$ cat config.mk
export PLATFORM = sky130hd
export DESIGN_NAME = reg_bus_arbiter_flat
export DESIGN_NICKNAME = d
export VERILOG_FILES = /design/src/rtl/reg_bus_arbiter_if.sv /design/src/rtl/reg_bus_arbiter.sv /design/src/flat_wrapper.sv
export SDC_FILE = /design/constraint.sdc
export NUM_CORES = 1
export LEC_CHECK = 0
export ABC_AREA = 1
export BUFFER_PORTS_ARGS = -buffer_cell sky130_fd_sc_hd__buf_2
export CORE_MARGIN = 3
export CORE_UTILIZATION = 50
export CTS_CLUSTER_SIZE = 28
export DETAILED_ROUTE_END_ITERATION = 7
export MAX_ROUTING_LAYER = met4
export PLACE_DENSITY = 0.9
export RECOVER_POWER = 50
export SKIP_CTS_REPAIR_TIMING = 1
export SYNTH_ARGS = -nofsm -noshare
export SYNTH_HDL_FRONTEND = slang
export SYNTH_SLANG_ARGS = --single-unit
export TNS_END_PERCENT = 20
$ cat constraint.sdc
create_clock -name clk -period 4.8 [get_ports clk]
set_clock_uncertainty 0.15 [all_clocks]
set_input_delay 0.96 -clock clk [delete_from_list [all_inputs] [get_ports clk]]
set_output_delay 0.96 -clock clk [all_outputs]
set_load 0.01 [all_outputs]
$ cat src/rtl/reg_bus_arbiter_if.sv
// Master-side register bus port for reg_bus_arbiter.
// One instance per master: level req, one ack per transaction.
interface reg_bus_arbiter_if #(
  parameter int AW = 16,
  parameter int DW = 16
);
  logic          req;
  logic          we;
  logic [AW-1:0] addr;
  logic [1:0]    be;
  logic [DW-1:0] wrdata;
  logic          ack;
  logic [DW-1:0] rddata;

  modport master (
    output req, we, addr, be, wrdata,
    input  ack, rddata
  );

  modport slave (
    input  req, we, addr, be, wrdata,
    output ack, rddata
  );
endinterface

$ cat src/rtl/reg_bus_arbiter.sv
// Two-master arbiter for the shared 16-bit register bus.
// Round-robin; define REG_BUS_ARB_FIXED_PRIO_EN for fixed m0 priority.
module reg_bus_arbiter #(
  parameter int AW     = 16,
  parameter int DW     = 16,
  parameter int RD_LAT = 2
) (
  input  logic          clk,
  input  logic          aclr_n,
  input  logic          sclr,
  reg_bus_arbiter_if.slave m0,
  reg_bus_arbiter_if.slave m1,
  output logic [AW-1:0] rdaddr,
  output logic [AW-1:0] wraddr,
  output logic [1:0]    be,
  output logic          write,
  output logic [DW-1:0] wrdata,
  input  logic [DW-1:0] rddata,
  output logic [1:0]    grant,
  output logic          busy
);

  localparam int CW = $clog2(RD_LAT + 1);
  localparam logic [CW-1:0] CNT_LAST = CW'(RD_LAT - 1);

  typedef enum logic [1:0] {
    IDLE,
    WR,
    RD,
    RACK
  } state_t;

  state_t        state;
  logic [CW-1:0] cnt;
  logic          ack0_q;
  logic          ack1_q;
  logic [DW-1:0] rdat0_q;
  logic [DW-1:0] rdat1_q;

  logic          any_req;
  logic          pick_m1;
  logic          sel_we;
  logic [AW-1:0] sel_addr;
  logic [1:0]    sel_be;
  logic [DW-1:0] sel_wd;

`ifndef REG_BUS_ARB_FIXED_PRIO_EN
  // 1 = m1 owned the most recent grant
  logic last_m1;
`endif

  assign any_req = m0.req | m1.req;

  // Pick the winner among pending requests
  always_comb begin
    pick_m1 = 1'b0;
`ifdef REG_BUS_ARB_FIXED_PRIO_EN
    pick_m1 = m1.req & ~m0.req;
`else
    if (m0.req && m1.req)
      pick_m1 = ~last_m1;
    else
      pick_m1 = m1.req;
`endif
  end

  assign sel_we   = pick_m1 ? m1.we     : m0.we;
  assign sel_addr = pick_m1 ? m1.addr   : m0.addr;
  assign sel_be   = pick_m1 ? m1.be     : m0.be;
  assign sel_wd   = pick_m1 ? m1.wrdata : m0.wrdata;

  assign m0.ack    = ack0_q;
  assign m1.ack    = ack1_q;
  assign m0.rddata = rdat0_q;
  assign m1.rddata = rdat1_q;

  // Transaction FSM with registered bus and ack outputs
  always_ff @(posedge clk or negedge aclr_n) begin
    if (!aclr_n) begin
      state   <= IDLE;
      cnt     <= '0;
      rdaddr  <= '0;
      wraddr  <= '0;
      be      <= '0;
      write   <= 1'b0;
      wrdata  <= '0;
      ack0_q  <= 1'b0;
      ack1_q  <= 1'b0;
      rdat0_q <= '0;
      rdat1_q <= '0;
      grant   <= '0;
      busy    <= 1'b0;
`ifndef REG_BUS_ARB_FIXED_PRIO_EN
      last_m1 <= 1'b1;
`endif
    end else if (sclr) begin
      state   <= IDLE;
      cnt     <= '0;
      write   <= 1'b0;
      ack0_q  <= 1'b0;
      ack1_q  <= 1'b0;
      grant   <= '0;
      busy    <= 1'b0;
`ifndef REG_BUS_ARB_FIXED_PRIO_EN
      last_m1 <= 1'b1;
`endif
    end else begin
      unique case (state)
        IDLE: begin
          if (any_req) begin
            grant <= pick_m1 ? 2'b10 : 2'b01;
            busy  <= 1'b1;
            cnt   <= '0;
`ifndef REG_BUS_ARB_FIXED_PRIO_EN
            last_m1 <= pick_m1;
`endif
            if (sel_we) begin
              state  <= WR;
              wraddr <= sel_addr;
              be     <= sel_be;
              wrdata <= sel_wd;
              write  <= 1'b1;
              ack0_q <= ~pick_m1;
              ack1_q <= pick_m1;
            end else begin
              state  <= RD;
              rdaddr <= sel_addr;
            end
          end
        end
        WR: begin
          write  <= 1'b0;
          ack0_q <= 1'b0;
          ack1_q <= 1'b0;
          grant  <= '0;
          busy   <= 1'b0;
          state  <= IDLE;
        end
        RD: begin
          cnt <= cnt + 1'b1;
          if (cnt == CNT_LAST) begin
            if (grant[1]) begin
              rdat1_q <= rddata;
              ack1_q  <= 1'b1;
            end else begin
              rdat0_q <= rddata;
              ack0_q  <= 1'b1;
            end
            state <= RACK;
          end
        end
        RACK: begin
          ack0_q <= 1'b0;
          ack1_q <= 1'b0;
          grant  <= '0;
          busy   <= 1'b0;
          state  <= IDLE;
        end
        default: state <= IDLE;
      endcase
    end
  end

endmodule

$ cat src/flat_wrapper.sv
// flat-port wrapper written by rule: the top's interface ports become plain ports
module reg_bus_arbiter_flat 
#(
  parameter int AW     = 16,
  parameter int DW     = 16,
  parameter int RD_LAT = 2
)
  (clk, aclr_n, sclr, rdaddr, wraddr, be, write, wrdata, rddata, grant, busy, m0_req, m0_we, m0_addr, m0_be, m0_wrdata, m0_ack, m0_rddata, m1_req, m1_we, m1_addr, m1_be, m1_wrdata, m1_ack, m1_rddata);
  reg_bus_arbiter_if #(.AW(AW), .DW(DW)) m0_i ();
  reg_bus_arbiter_if #(.AW(AW), .DW(DW)) m1_i ();
  input  logic clk;
  input  logic aclr_n;
  input  logic sclr;
  output logic [AW-1:0] rdaddr;
  output logic [AW-1:0] wraddr;
  output logic [1:0] be;
  output logic write;
  output logic [DW-1:0] wrdata;
  input  logic [DW-1:0] rddata;
  output logic [1:0] grant;
  output logic busy;
  input wire logic [$bits(m0_i.req)-1:0] m0_req;
  input wire logic [$bits(m0_i.we)-1:0] m0_we;
  input wire logic [$bits(m0_i.addr)-1:0] m0_addr;
  input wire logic [$bits(m0_i.be)-1:0] m0_be;
  input wire logic [$bits(m0_i.wrdata)-1:0] m0_wrdata;
  output wire logic [$bits(m0_i.ack)-1:0] m0_ack;
  output wire logic [$bits(m0_i.rddata)-1:0] m0_rddata;
  input wire logic [$bits(m1_i.req)-1:0] m1_req;
  input wire logic [$bits(m1_i.we)-1:0] m1_we;
  input wire logic [$bits(m1_i.addr)-1:0] m1_addr;
  input wire logic [$bits(m1_i.be)-1:0] m1_be;
  input wire logic [$bits(m1_i.wrdata)-1:0] m1_wrdata;
  output wire logic [$bits(m1_i.ack)-1:0] m1_ack;
  output wire logic [$bits(m1_i.rddata)-1:0] m1_rddata;
  assign m0_i.req = m0_req;
  assign m0_i.we = m0_we;
  assign m0_i.addr = m0_addr;
  assign m0_i.be = m0_be;
  assign m0_i.wrdata = m0_wrdata;
  assign m0_ack = m0_i.ack;
  assign m0_rddata = m0_i.rddata;
  assign m1_i.req = m1_req;
  assign m1_i.we = m1_we;
  assign m1_i.addr = m1_addr;
  assign m1_i.be = m1_be;
  assign m1_i.wrdata = m1_wrdata;
  assign m1_ack = m1_i.ack;
  assign m1_rddata = m1_i.rddata;
  reg_bus_arbiter #(.AW(AW), .DW(DW), .RD_LAT(RD_LAT)) u_core (.clk(clk), .aclr_n(aclr_n), .sclr(sclr), .m0(m0_i), .m1(m1_i), .rdaddr(rdaddr), .wraddr(wraddr), .be(be), .write(write), .wrdata(wrdata), .rddata(rddata), .grant(grant), .busy(busy));
endmodule
**Yosys cells after proc, flatten, opt, wreduce, memory -nomap -nowiden**

Index checks and enable logic that the tools add are counted.

- Flip-flop bits (word level): 93
- Bits in latches: 0
- RAM bits: 0
- ROM bits: 0
- Bits of input ports: 91
- Output and inout bits: 88
- Memories kept: 0

- Add/sub/neg operators: 1
- Multipliers: 0
- Div/mod/pow operators: 0
- Magnitude comparators: 0
- Equal/unequal tests: 9
- Shift-type cells: 0
- Multiplexer cells: 39
- Bitwise gates (word level): 6
- Reductions and logical operators: 19

Operator list:

| cell | number |
|---|---|
| $mux 16 | 2 |
| $reduce_and 4->1 | 6 |
| $mux 1 | 20 |
| $mux 2 | 10 |
| $ne 3x2->1 const B | 4 |
| $reduce_bool 3->1 | 3 |
| $pmux 2 s2 | 2 |
| $reduce_and 2->1 | 4 |
| $pmux 1 s3 | 2 |
| $pmux 2 s3 | 1 |
| $not 1->1 | 5 |
| $eq 2x1->1 const B | 2 |
| $eq 2x2->1 const B | 2 |
| $pmux 1 s2 | 2 |
| $reduce_bool 2->1 | 2 |
| $ne 3x3->1 const B | 1 |
| $reduce_and 3->1 | 1 |
| $add 2x1->2 const B | 1 |
| $logic_not 2->1 | 1 |
| $reduce_or 2->1 | 1 |
| $logic_and 1x1->1 | 1 |
| $or 1x1->1 | 1 |

**Depth between registers and ports, before layout**

Gate-level depths: netlist of run 1.

- Depth in word-level cells: 7
- Gate-level depth with buffers: 9

**Worst setup path before layout of run 1**

No wires, ideal clock.

- Kind: input-to-reg
- Start: input m0_req
- End: register u_core.rdaddr[10]
- Setup time: 0.066 ns
- Data arrival time: 1.850 ns
- Data required time: 4.584 ns
- Slack: 2.734 ns
- Stages on the path: 8
- Buffers on the path: 1
- Cell sequence: nand2_1 nand2_1 nand2_1 nand2_2 inv_2 clkbuf_1 nand3_1 nand2_1

- Word-level cells in the longest chain between the ends: 5
- Elaborated cells on any way between the ends: 7

RTL lines:

| what | RTL line | source |
|---|---|---|
| start: declaration | flat_wrapper.sv:22 | `input wire logic [$bits(m0_i.req)-1:0] m0_req;` |
| $logic_and 1x1->1 | reg_bus_arbiter.sv:60 | `if (m0.req && m1.req)` |
| $mux 1 | reg_bus_arbiter.sv:60 |  |
| $mux 1 | reg_bus_arbiter.sv:67 | `assign sel_we = pick_m1 ? m1.we : m0.we;` |
| $not 1->1 (no line) | - |  |
| $reduce_and 4->1 (no line) | - |  |
| end signal: assignment | reg_bus_arbiter.sv:127 | `rdaddr <= sel_addr;` |
| end: declaration | reg_bus_arbiter.sv:13 | `output logic [AW-1:0] rdaddr,` |

Several ways; a longest one is shown, not always the timed one.
A chain may end at the register's enable or synchronous reset.

==> flow_metrics.py, run 1 <==
metrics = {
    "finish": {
        "num-fill-cells": 695,
        "nets": 779,
        "drive_above_1_share_pct": 23.8,
        "antenna_cells": 0,
        "stdcell_area_um2": 5190,
        "area_growth_pct": 25.8,
    },
    "setup_path": {
        "path_cells": "clkbuf_1, buf_4",
        "worstPathMaxFanout": 55,
        "max_stage_delay_ns": 2.00,
        "crit_family": "buffers and inverters",
        "cp-end-kind": "async pin",
        "start_kind": "input pin",
        "worst_ep_arrival_time_ns": 3.68,
        "crit_buf_inv": 2,
        "required_ns": 5.10,
        "cp_slowest_cell": "clkbuf_1",
        "critPathKind": "in -> async",
    },
    "place": {
        "placed_cell_area_um2": 5050,
        "place.gp.congestion": 0.922,
        "io_buffers": 178,
        "place_hpwl_mm": 8.30,
    },
    "synth": {
        "avgSynthCellArea_um2": 7.92,
        "ys_seq_elements": 93,
        "synthCells": 521,
        "netlist_area_um2": 4130,
        "ys_types": 20,
        "ys_warn_count": 0,
        "syn_nets": 613,
        "yosysSeqAreaShare_pct": 56.4,
    },
    "route": {
        "drt-vias-per-instance": 5.12,
        "wl_met1_mm": 4.82,
        "drc_errors": 0,
        "wirelength_mm": 11.4,
        "wl_met3_um": 977,
        "top_layer": "met4",
        "ant_nets": 0,
        "dr.first_iter.drc_count": 167,
        "routedWlPerCell_um": 14.4,
        "vias": 4067,
        "dr.pass1.iters": 4,
        "wl_met2_mm": 5.47,
    },
    "sta": {
        "fmax_mhz": 296,
        "rsz0062_at_grt": "false",
        "slew_headroom_pct": -91.9,
        "worst_pin_slew_ns": 2.88,
        "slew_violations": 56,
        "hold_violations": 0,
        "min_period_ns": 3.38,
        "fin_crit_sh_pct": 70.4,
        "setup_violations": 0,
        "hold_slack_ns": 0.330,
        "final.setup.tns_ns": 0,
    },
    "die": {
        "rows": 32,
        "ios": 179,
        "dieArea_um2": 9380,
        "dieWidth_um": 96.9,
        "start_util_pct": 52.3,
        "core_um2": 7890,
        "die_h_um": 96.9,
    },
    "cts": {
        "numCtsBuffers": 9,
        "cts_root_buf": "clkbuf_8",
        "cts_tree": "done",
        "insertion_delay_ns": 0.34,
        "clockBufferDepth": 2,
        "cts_max_level": 3,
        "clock-sinks": 93,
        "cts.clk_slew.worst_paths_ns": 0.08,
    },
    "power_and_ir_drop": {
        "power_frac_comb_pct": 37.5,
        "powerDensity_nw_per_um2": 563,
        "swShare_pct": 40.1,
        "internal_power_mw": 1.75,
        "peakVddDrop_uv": 278,
        "leakage_nw": 3.00,
        "p_clk_share_pct": 17.4,
        "p_switching_mw": 1.17,
        "seq_power_share_pct": 45.1,
    },
    "global_routing": {
        "overflow": 0,
        "grt_usage_pct": 25.4,
        "grt_pass1_wl_mm": 19.2,
        "grt_antenna_before_repair": 0,
        "grt_max_degree": 56,
        "grt_pass1_vias": 3999,
    },
    "outcome": {
        "violations": "max-capacitance violations, max-slew violations",
        "status": "finished with violations",
    },
    "job": {
        "drv_cap": 1,
    },
    "worst_hold_path": {
        "hold_path_class": "reg -> reg",
    },
}
## metrics by stage
stage          util [%]  std cells  power (mW)  worst slack [ns]
6_report           65.8        794        2.92              1.42
5_1_grt            65.8        794        3.16             0.869
4_1_cts            66.5        794        2.98              1.84
3_5_place_dp       64.1        778        2.47              1.47
3_3_place_gp       64.1        778        2.41              1.54
2_1_floorplan         -        521        1.92              2.73
## final timing paths
path                                    from             endpoint  slack (ns)  depth (start not counted)
max                                   aclr_n  u_core.m1.rddata[8]        1.42                          2
min reg2reg                u_core.rdaddr[13]    u_core.rdaddr[13]        0.33                          2
min                        u_core.rdaddr[13]    u_core.rdaddr[13]        0.33                          2
max reg2reg                   u_core.last_m1        u_core.m0.ack        1.91                          7
min in group asynchronous             aclr_n         u_core.write        1.40                          1
max in group clk                      m0_req        u_core.m0.ack        1.76                          8
## Yosys cell counts
cell / n / area share (%)
nor3_1: 1 / 0.12
nand2_1: 257 / 23
nand3_1: 59 / 7.2
ha_1: 1 / 0.30
dfstp_2: 1 / 0.64
nand2_2: 4 / 0.61
clkbuf_1: 9 / 0.82
nor2_1: 9 / 0.82
inv_1: 21 / 1.9
clkinv_1: 1 / 0.091
buf_2: 16 / 1.9
o21ai_0: 40 / 4.8
o21ai_1: 1 / 0.12
inv_2: 2 / 0.18
nor2_4: 1 / 0.27
buf_1: 1 / 0.091
a21oi_1: 3 / 0.36
o21a_1: 1 / 0.18
dfrtp_1: 92 / 56
nor3_4: 1 / 0.39
## cell type report
type / count / area (um2) / share of cell area (%)
tap: 102 / 128 / 2.46
inverter: 24 / 90.1 / 1.74
timing repair buffer: 181 / 863 / 16.6
clock buffer: 10 / 128 / 2.46
sequential: 93 / 2330 / 44.9
clock inverter: 6 / 62.6 / 1.21
multi-input combinational: 378 / 1590 / 30.7
## power groups by stage
stage | registers (mW) | clock network (mW) | logic [mW]
2_1_floorplan | 1.46 | 0 | 0.464
3_3_place_gp | 1.31 | 0 | 1.10
3_5_place_dp | 1.32 | 0 | 1.15
4_1_cts | 1.31 | 0.521 | 1.15
5_1_grt | 1.36 | 0.560 | 1.24
6_report | 1.32 | 0.508 | 1.10
## placed cells by master, fill, tap and decap left out
cell type and n:
nand2_2 4, nor2_4 1, inv_2 2, nor3_1 1, a21oi_1 3, clkinv_1 1, nand3_1 59, clkbuf_8 9
dfstp_2 1, dfrtp_1 92, nor3_4 1, nand2_1 257, buf_2 138, o21ai_0 40, buf_4 3, ha_1 1
inv_6 1, clkinv_2 3, clkinv_4 1, inv_1 21, bufinv_16 1, nor2_1 9, clkbuf_1 41, o21ai_1 1
o21a_1 1
## logic make-up (layout without fill, tap and decap cells)
family | after synthesis | count (layout) | share of synthesized area, %
AND/OR/NAND/NOR | 332 | 332 | 32.7
flip-flops | 93 | 93 | 56.4
buffers and inverters | 50 | 221 | 5.03
AO/OA/AOI/OAI | 45 | 45 | 5.52
adder cells (fa/ha/maj) | 1 | 1 | 0.303
## layer usage
layer	global-route usage, %	up-vias
li1	-	1965
met1	32.8	1904
met2	40.5	184
met3	6.20	14
met4	6.59	0
met5	-	-
## state kept, by name, indices dropped and copies added, names as in the netlist
register / cells
u_core.grant: 2
u_core.rdaddr: 16
u_core.m0.rddata: 16
u_core.m0.ack: 1
u_core.m1.ack: 1
u_core.cnt: 2
u_core.busy: 1
u_core.last_m1: 1
u_core.wraddr: 16
u_core.m1.rddata: 16
u_core.wrdata: 16
u_core.write: 1
u_core.be: 2
u_core.state: 2
Power figures use the tool's default switching activity.
==> run 2: changes to the inputs <==
--- a/config.mk
+++ b/config.mk
@@ -8,11 +8,11 @@
 export ABC_AREA = 1
 export BUFFER_PORTS_ARGS = -buffer_cell sky130_fd_sc_hd__buf_2
 export CORE_MARGIN = 3
-export CORE_UTILIZATION = 50
+export CORE_UTILIZATION = 43
 export CTS_CLUSTER_SIZE = 28
 export DETAILED_ROUTE_END_ITERATION = 7
 export MAX_ROUTING_LAYER = met4
-export PLACE_DENSITY = 0.9
+export PLACE_DENSITY = 0.82
 export RECOVER_POWER = 50
 export SKIP_CTS_REPAIR_TIMING = 1
 export SYNTH_ARGS = -nofsm -noshare
==> constraint.sdc (replaced) <==
create_clock -name clk -period 3.05 [get_ports clk]
set_clock_uncertainty 0.15 [all_clocks]
set_input_delay 0.61 -clock clk [delete_from_list [all_inputs] [get_ports clk]]
set_output_delay 0.61 -clock clk [all_outputs]
set_load 0.01 [all_outputs]
==> run 2 against run 1 <==
Compared with the run above:
- the run now ends clean
- first-iteration DRC count rose by 13%
- combinational power rose by 55%
- non-clock buffer count rose by 3
- routed wire length fell by 4.8%
- power rose by 58%
- worst setup slack got worse by 0.47 ns
- clock power rose by 63%
- count of clock-buffer cells in the layout rose by 1
- utilization fell by 9.1 points
- sequential share of layout area fell by 0.66 points
- highest routed layer unchanged
==> flow_metrics.py, run 2 (synthesis results as in run 1) <==
metrics = {
    "power_and_ir_drop": {
        "powerDensity_nw_per_um2": 874,
        "peakVddDrop_uv": 335,
        "leakage_nw": 3.02,
    },
    "global_routing": {
        "grt_pass1_wl_mm": 17.8,
        "grt_usage_pct": 20.6,
        "grt_max_degree": 55,
        "grt_pass1_vias": 3831,
        "overflow": 0,
        "grt_antenna_before_repair": 0,
    },
    "cts": {
        "insertion_delay_ns": 0.35,
        "cts_tree": "done",
        "cts_root_buf": "clkbuf_8",
        "clock-sinks": 93,
        "clockBufferDepth": 2,
        "cts_max_level": 3,
        "numCtsBuffers": 9,
        "cts.clk_slew.worst_paths_ns": 0.10,
    },
    "worst_hold_path": {
        "hold-path-cell-count": 2,
        "hold_path_class": "reg -> reg",
    },
    "die": {
        "die_h_um": 104,
        "start_util_pct": 44.5,
        "dieArea_um2": 10800,
        "ios": 179,
        "rows": 35,
        "core_um2": 9280,
        "dieWidth_um": 104,
    },
    "sta": {
        "final.setup.tns_ns": 0,
        "slew_violations": 0,
        "worst_pin_slew_ns": 1.36,
        "rsz0062_at_grt": "false",
        "hold_violations": 0,
        "slew_headroom_pct": 9.43,
        "fin_crit_sh_pct": 68.7,
        "fmax_mhz": 477,
        "setup_violations": 0,
        "min_period_ns": 2.10,
    },
    "route": {
        "wirelength_mm": 10.9,
        "dr.pass1.iters": 5,
        "dr.first_iter.drc_count": 189,
        "drt-vias-per-instance": 4.77,
        "drc_errors": 0,
        "ant_nets": 0,
        "vias": 3934,
        "routedWlPerCell_um": 13.2,
    },
    "setup_path": {
        "worstPathMaxFanout": 53,
        "critPathKind": "reg -> reg",
        "worst_ep_arrival_time_ns": 2.19,
        "cp-end-kind": "flip-flop",
        "start_kind": "flip-flop",
        "reg2reg_depth": 7,
        "required_ns": 3.15,
    },
    "outcome": {
        "status": "finished clean",
    },
    "finish": {
        "antenna_cells": 0,
        "final_util_pct": 56.8,
        "seq_area_um2": 2330,
        "multiInputGateArea_um2": 1590,
        "area_growth_pct": 27.6,
        "num-fill-cells": 893,
        "layout_common_cells": "nand2_1, buf_2, dfrtp_1",
        "final_common_cell": "nand2_1",
        "nets": 782,
        "drive_above_1_share_pct": 24.2,
    },
    "job": {
        "drv_cap": 0,
    },
    "place": {
        "io_buffers": 178,
        "place_hpwl_mm": 8.01,
        "place.gp.congestion": 0.874,
    },
}
==> run 2: cell types whose count changed in the layout (fill, tap and decap cells not counted), sizes merged <==
cell      before  now
clkinv         5    4
clkbuf        50   52
inv           24   23
buf          141  143
clkinvlp       0    1
==> run 2: final timing paths <==
check	start	end	slack, ns
setup / recovery	u_core.state[0]	u_core.rdaddr[8]	0.95
hold / removal	u_core.rdaddr[13]	u_core.rdaddr[13]	0.32
setup reg to reg	u_core.state[0]	u_core.rdaddr[8]	0.95
hold reg to reg	u_core.rdaddr[13]	u_core.rdaddr[13]	0.32
max in group asynchronous	aclr_n	u_core.m0.rddata[13]	1.15
min in group asynchronous	aclr_n	u_core.state[1]	0.41
==> run 2: power by group <==
part,switching [mW],internal (mW)
sequential,0.312,1.76
clock,0.424,0.404
combinational,1.08,0.623
==> run 2: routing by layer <==
| metal | global-route usage [%] | share of wire (%) |
|---|---|---|
| met1 | 25.2 | 42 |
| met2 | 33.8 | 48 |
| met3 | 4.10 | 7.6 |
| met4 | 8.17 | 1.8 |
| met5 | - | 0 |
==> run 2: cell type report <==
| cell class | count | share of cell area [%] |
|---|---|---|
| Sequential cell | 93 | 44.2 |
| Timing Repair Buffer | 184 | 17.0 |
| Inverter | 24 | 1.71 |
| Clock inverter | 5 | 1.14 |
| Multi-Input combinational cell | 378 | 30.2 |
| Tap cell | 129 | 3.06 |
| Clock buffer | 11 | 2.68 |
==> run 2: metrics by stage <==
| stage | instances | hold slack, ns | power, mW | area [um2] | setup WS [ns] |
|---|---|---|---|---|---|
| CTS | 824 | 0.163 | 4.70 | 5320 | 0.959 |
| detailed placement | 808 | 0.303 | 3.86 | 5120 | 0.652 |
| floorplan | 521 | 0.164 | 3.02 | 4130 | 1.33 |
| finish | 824 | 0.324 | 4.61 | 5270 | 0.954 |
| global route | 824 | 0.347 | 4.96 | 5270 | 0.772 |
| global placement | 808 | 0.301 | 3.79 | 5120 | 0.741 |
==> run 2: worst max-delay path: stages (launching register included) <==
cell,delay (ns)
dfrtp_1,0.42
inv_1,0.11
nand2_1,0.14
nor3_4,0.18
buf_4,0.48
nand2_2,0.30
nand2_1,0.14
nand2_1,0.06
==> run 3: changes to the inputs <==
--- a/config.mk
+++ b/config.mk
@@ -8,11 +8,11 @@
 export ABC_AREA = 1
 export BUFFER_PORTS_ARGS = -buffer_cell sky130_fd_sc_hd__buf_2
 export CORE_MARGIN = 3
-export CORE_UTILIZATION = 43
+export CORE_UTILIZATION = 48
 export CTS_CLUSTER_SIZE = 28
 export DETAILED_ROUTE_END_ITERATION = 7
 export MAX_ROUTING_LAYER = met4
-export PLACE_DENSITY = 0.82
+export PLACE_DENSITY = 0.87
 export RECOVER_POWER = 50
 export SKIP_CTS_REPAIR_TIMING = 1
 export SYNTH_ARGS = -nofsm -noshare
==> constraint.sdc (replaced) <==
create_clock -name clk -period 2.1 [get_ports clk]
set_clock_uncertainty 0.15 [all_clocks]
set_input_delay 0.42 -clock clk [delete_from_list [all_inputs] [get_ports clk]]
set_output_delay 0.42 -clock clk [all_outputs]
set_load 0.01 [all_outputs]
==> run 3 against run 2 <==
Compared with the run above:
- cell count down 1.2%
- combinational power up 53%
- die area down 9.8%
- sequential cell count unchanged
- power up 46%
==> flow_metrics.py, run 3 (synthesis results as in run 1) <==
metrics = {
    "outcome": {
        "status": "finished clean",
    },
    "sta": {
        "slew_violations": 0,
        "fin_crit_sh_pct": 89.9,
        "min_period_ns": 1.89,
        "worst_pin_slew_ns": 1.16,
        "slew_headroom_pct": 22.7,
        "setup_violations": 0,
        "final.setup.tns_ns": 0,
        "setup_slack_ns": 0.213,
        "fmax_mhz": 530,
        "hold_violations": 0,
        "rsz0062_at_grt": "false",
    },
    "setup_path": {
        "critPathKind": "reg -> reg",
        "cp-end-kind": "flip-flop",
        "crit_family": "simple AND/OR/NAND/NOR gates",
        "crit_buf_inv": 1,
        "worst_ep_arrival_time_ns": 2.02,
        "ff2ff_setup_slack_ns": 0.21,
        "cp_slowest_cell": "nor3_2",
        "required_ns": 2.23,
        "endpoint": "u_core.be[0]",
        "worstPathMaxFanout": 13,
        "reg2reg_depth": 5,
        "path_depth": 5,
        "crit_start": "u_core.state[0]",
        "max_stage_delay_ns": 0.78,
        "r2r_start": "u_core.state[0]",
        "r2r_end": "u_core.be[0]",
        "path_cells": "inv_1, nand2_1, nor3_2, nand3_1, nand2_1",
        "cpMostUsedCell": "nand2_1",
        "start_kind": "flip-flop",
    },
    "die": {
        "die_h_um": 98.7,
        "dieWidth_um": 98.7,
        "rows": 33,
        "ios": 179,
        "dieArea_um2": 9750,
        "start_util_pct": 49.7,
        "core_um2": 8300,
    },
    "cts": {
        "cts.clk_slew.worst_paths_ns": 0.09,
        "clock-sinks": 93,
        "clockBufferDepth": 2,
        "cts_root_buf": "clkbuf_8",
        "insertion_delay_ns": 0.34,
        "cts_tree": "done",
        "cts_max_level": 3,
        "numCtsBuffers": 9,
    },
    "place": {
        "place_hpwl_mm": 8.34,
        "placed_cell_area_um2": 5190,
        "place.gp.congestion": 0.872,
        "io_buffers": 178,
        "post-place-ws_ns": -0.210,
    },
    "job": {
        "drv_cap": 0,
    },
    "route": {
        "dr.pass1.iters": 4,
        "vias": 4121,
        "routedWlPerCell_um": 13.9,
        "wirelength_mm": 11.3,
        "ant_nets": 0,
        "dr.first_iter.drc_count": 163,
        "drt-vias-per-instance": 5.06,
        "drc_errors": 0,
    },
    "finish": {
        "layout_common_cells": "nand2_1, buf_2, dfrtp_1",
        "area_growth_pct": 29.5,
        "num-fill-cells": 728,
        "drive_above_1_share_pct": 25.1,
        "nets": 796,
        "final_common_cell": "nand2_1",
        "antenna_cells": 0,
        "stdcell_area_um2": 5340,
    },
    "global_routing": {
        "grt_max_degree": 94,
        "grt_usage_pct": 23.4,
        "overflow": 0,
        "grt_pass1_vias": 3919,
        "grt_pass1_wl_mm": 18.0,
        "grt_antenna_before_repair": 0,
    },
    "worst_hold_path": {
        "hold-path-cell-count": 3,
        "hold_path_class": "in -> reg",
    },
    "power_and_ir_drop": {
        "peakVddDrop_uv": 577,
        "powerDensity_nw_per_um2": 1260,
        "leakage_nw": 3.05,
    },
}
## run 3: report_power, final
group	switching, mW	internal [mW]
combinational	1.64	0.987
clock	0.655	0.446
sequential	0.455	2.55
## run 3: worst register-to-register path, delay by kind of cell, from the launching register on
family,cells,cell delay (ns)
simple gates,4,1.21
flops,1,0.39
buf+inv,1,0.09
## run 3: area by class of cell
cell class	instances	area, um2	share of cell area, %
clock buffers	9	124	2.32
well taps	105	131	2.46
flip-flops and latches	93	2330	43.6
clock inverters	7	60.1	1.12
multi-input cells	379	1600	30.0
inverters	24	90.1	1.69
repair buffers	197	1010	18.9
## run 3: per-stage QoR
| stage | total power [mW] | util [%] | cells | hold slack (ns) |
|---|---|---|---|---|
| floorplan | 4.39 | - | 521 | -0.0256 |
| global placement | 5.59 | 62.6 | 794 | 0.301 |
| detailed placement | 5.73 | 62.6 | 794 | 0.304 |
| CTS | 6.83 | 64.8 | 810 | -0.0295 |
| global route | 7.23 | 64.4 | 814 | 0.194 |
| finish | 6.73 | 64.4 | 814 | 0.189 |
## run 3: worst min path at each step
stage / endpoint / slack [ns] / startpoint
3_5_place_dp: u_core.wraddr[0] / 0.30 / u_core.wraddr[0]
6_report: u_core.m1.rddata[6] / 0.19 / rddata[6]
4_1_cts: u_core.m0.rddata[1] / -0.03 / aclr_n
2_1_floorplan: u_core.be[0] / -0.03 / aclr_n
5_1_grt: u_core.m1.rddata[10] / 0.19 / rddata[10]
3_3_place_gp: u_core.wraddr[1] / 0.30 / u_core.wraddr[1]
## run 3: layer usage
metal / vias to the layer above / track usage, % / part of all wire, %
met4: 0 / 9.24 / 2.5
met5: - / - / 0
met3: 26 / 3.26 / 7.9
met1: 1887 / 30.2 / 41
li1: 2007 / - / -
met2: 201 / 37.6 / 48
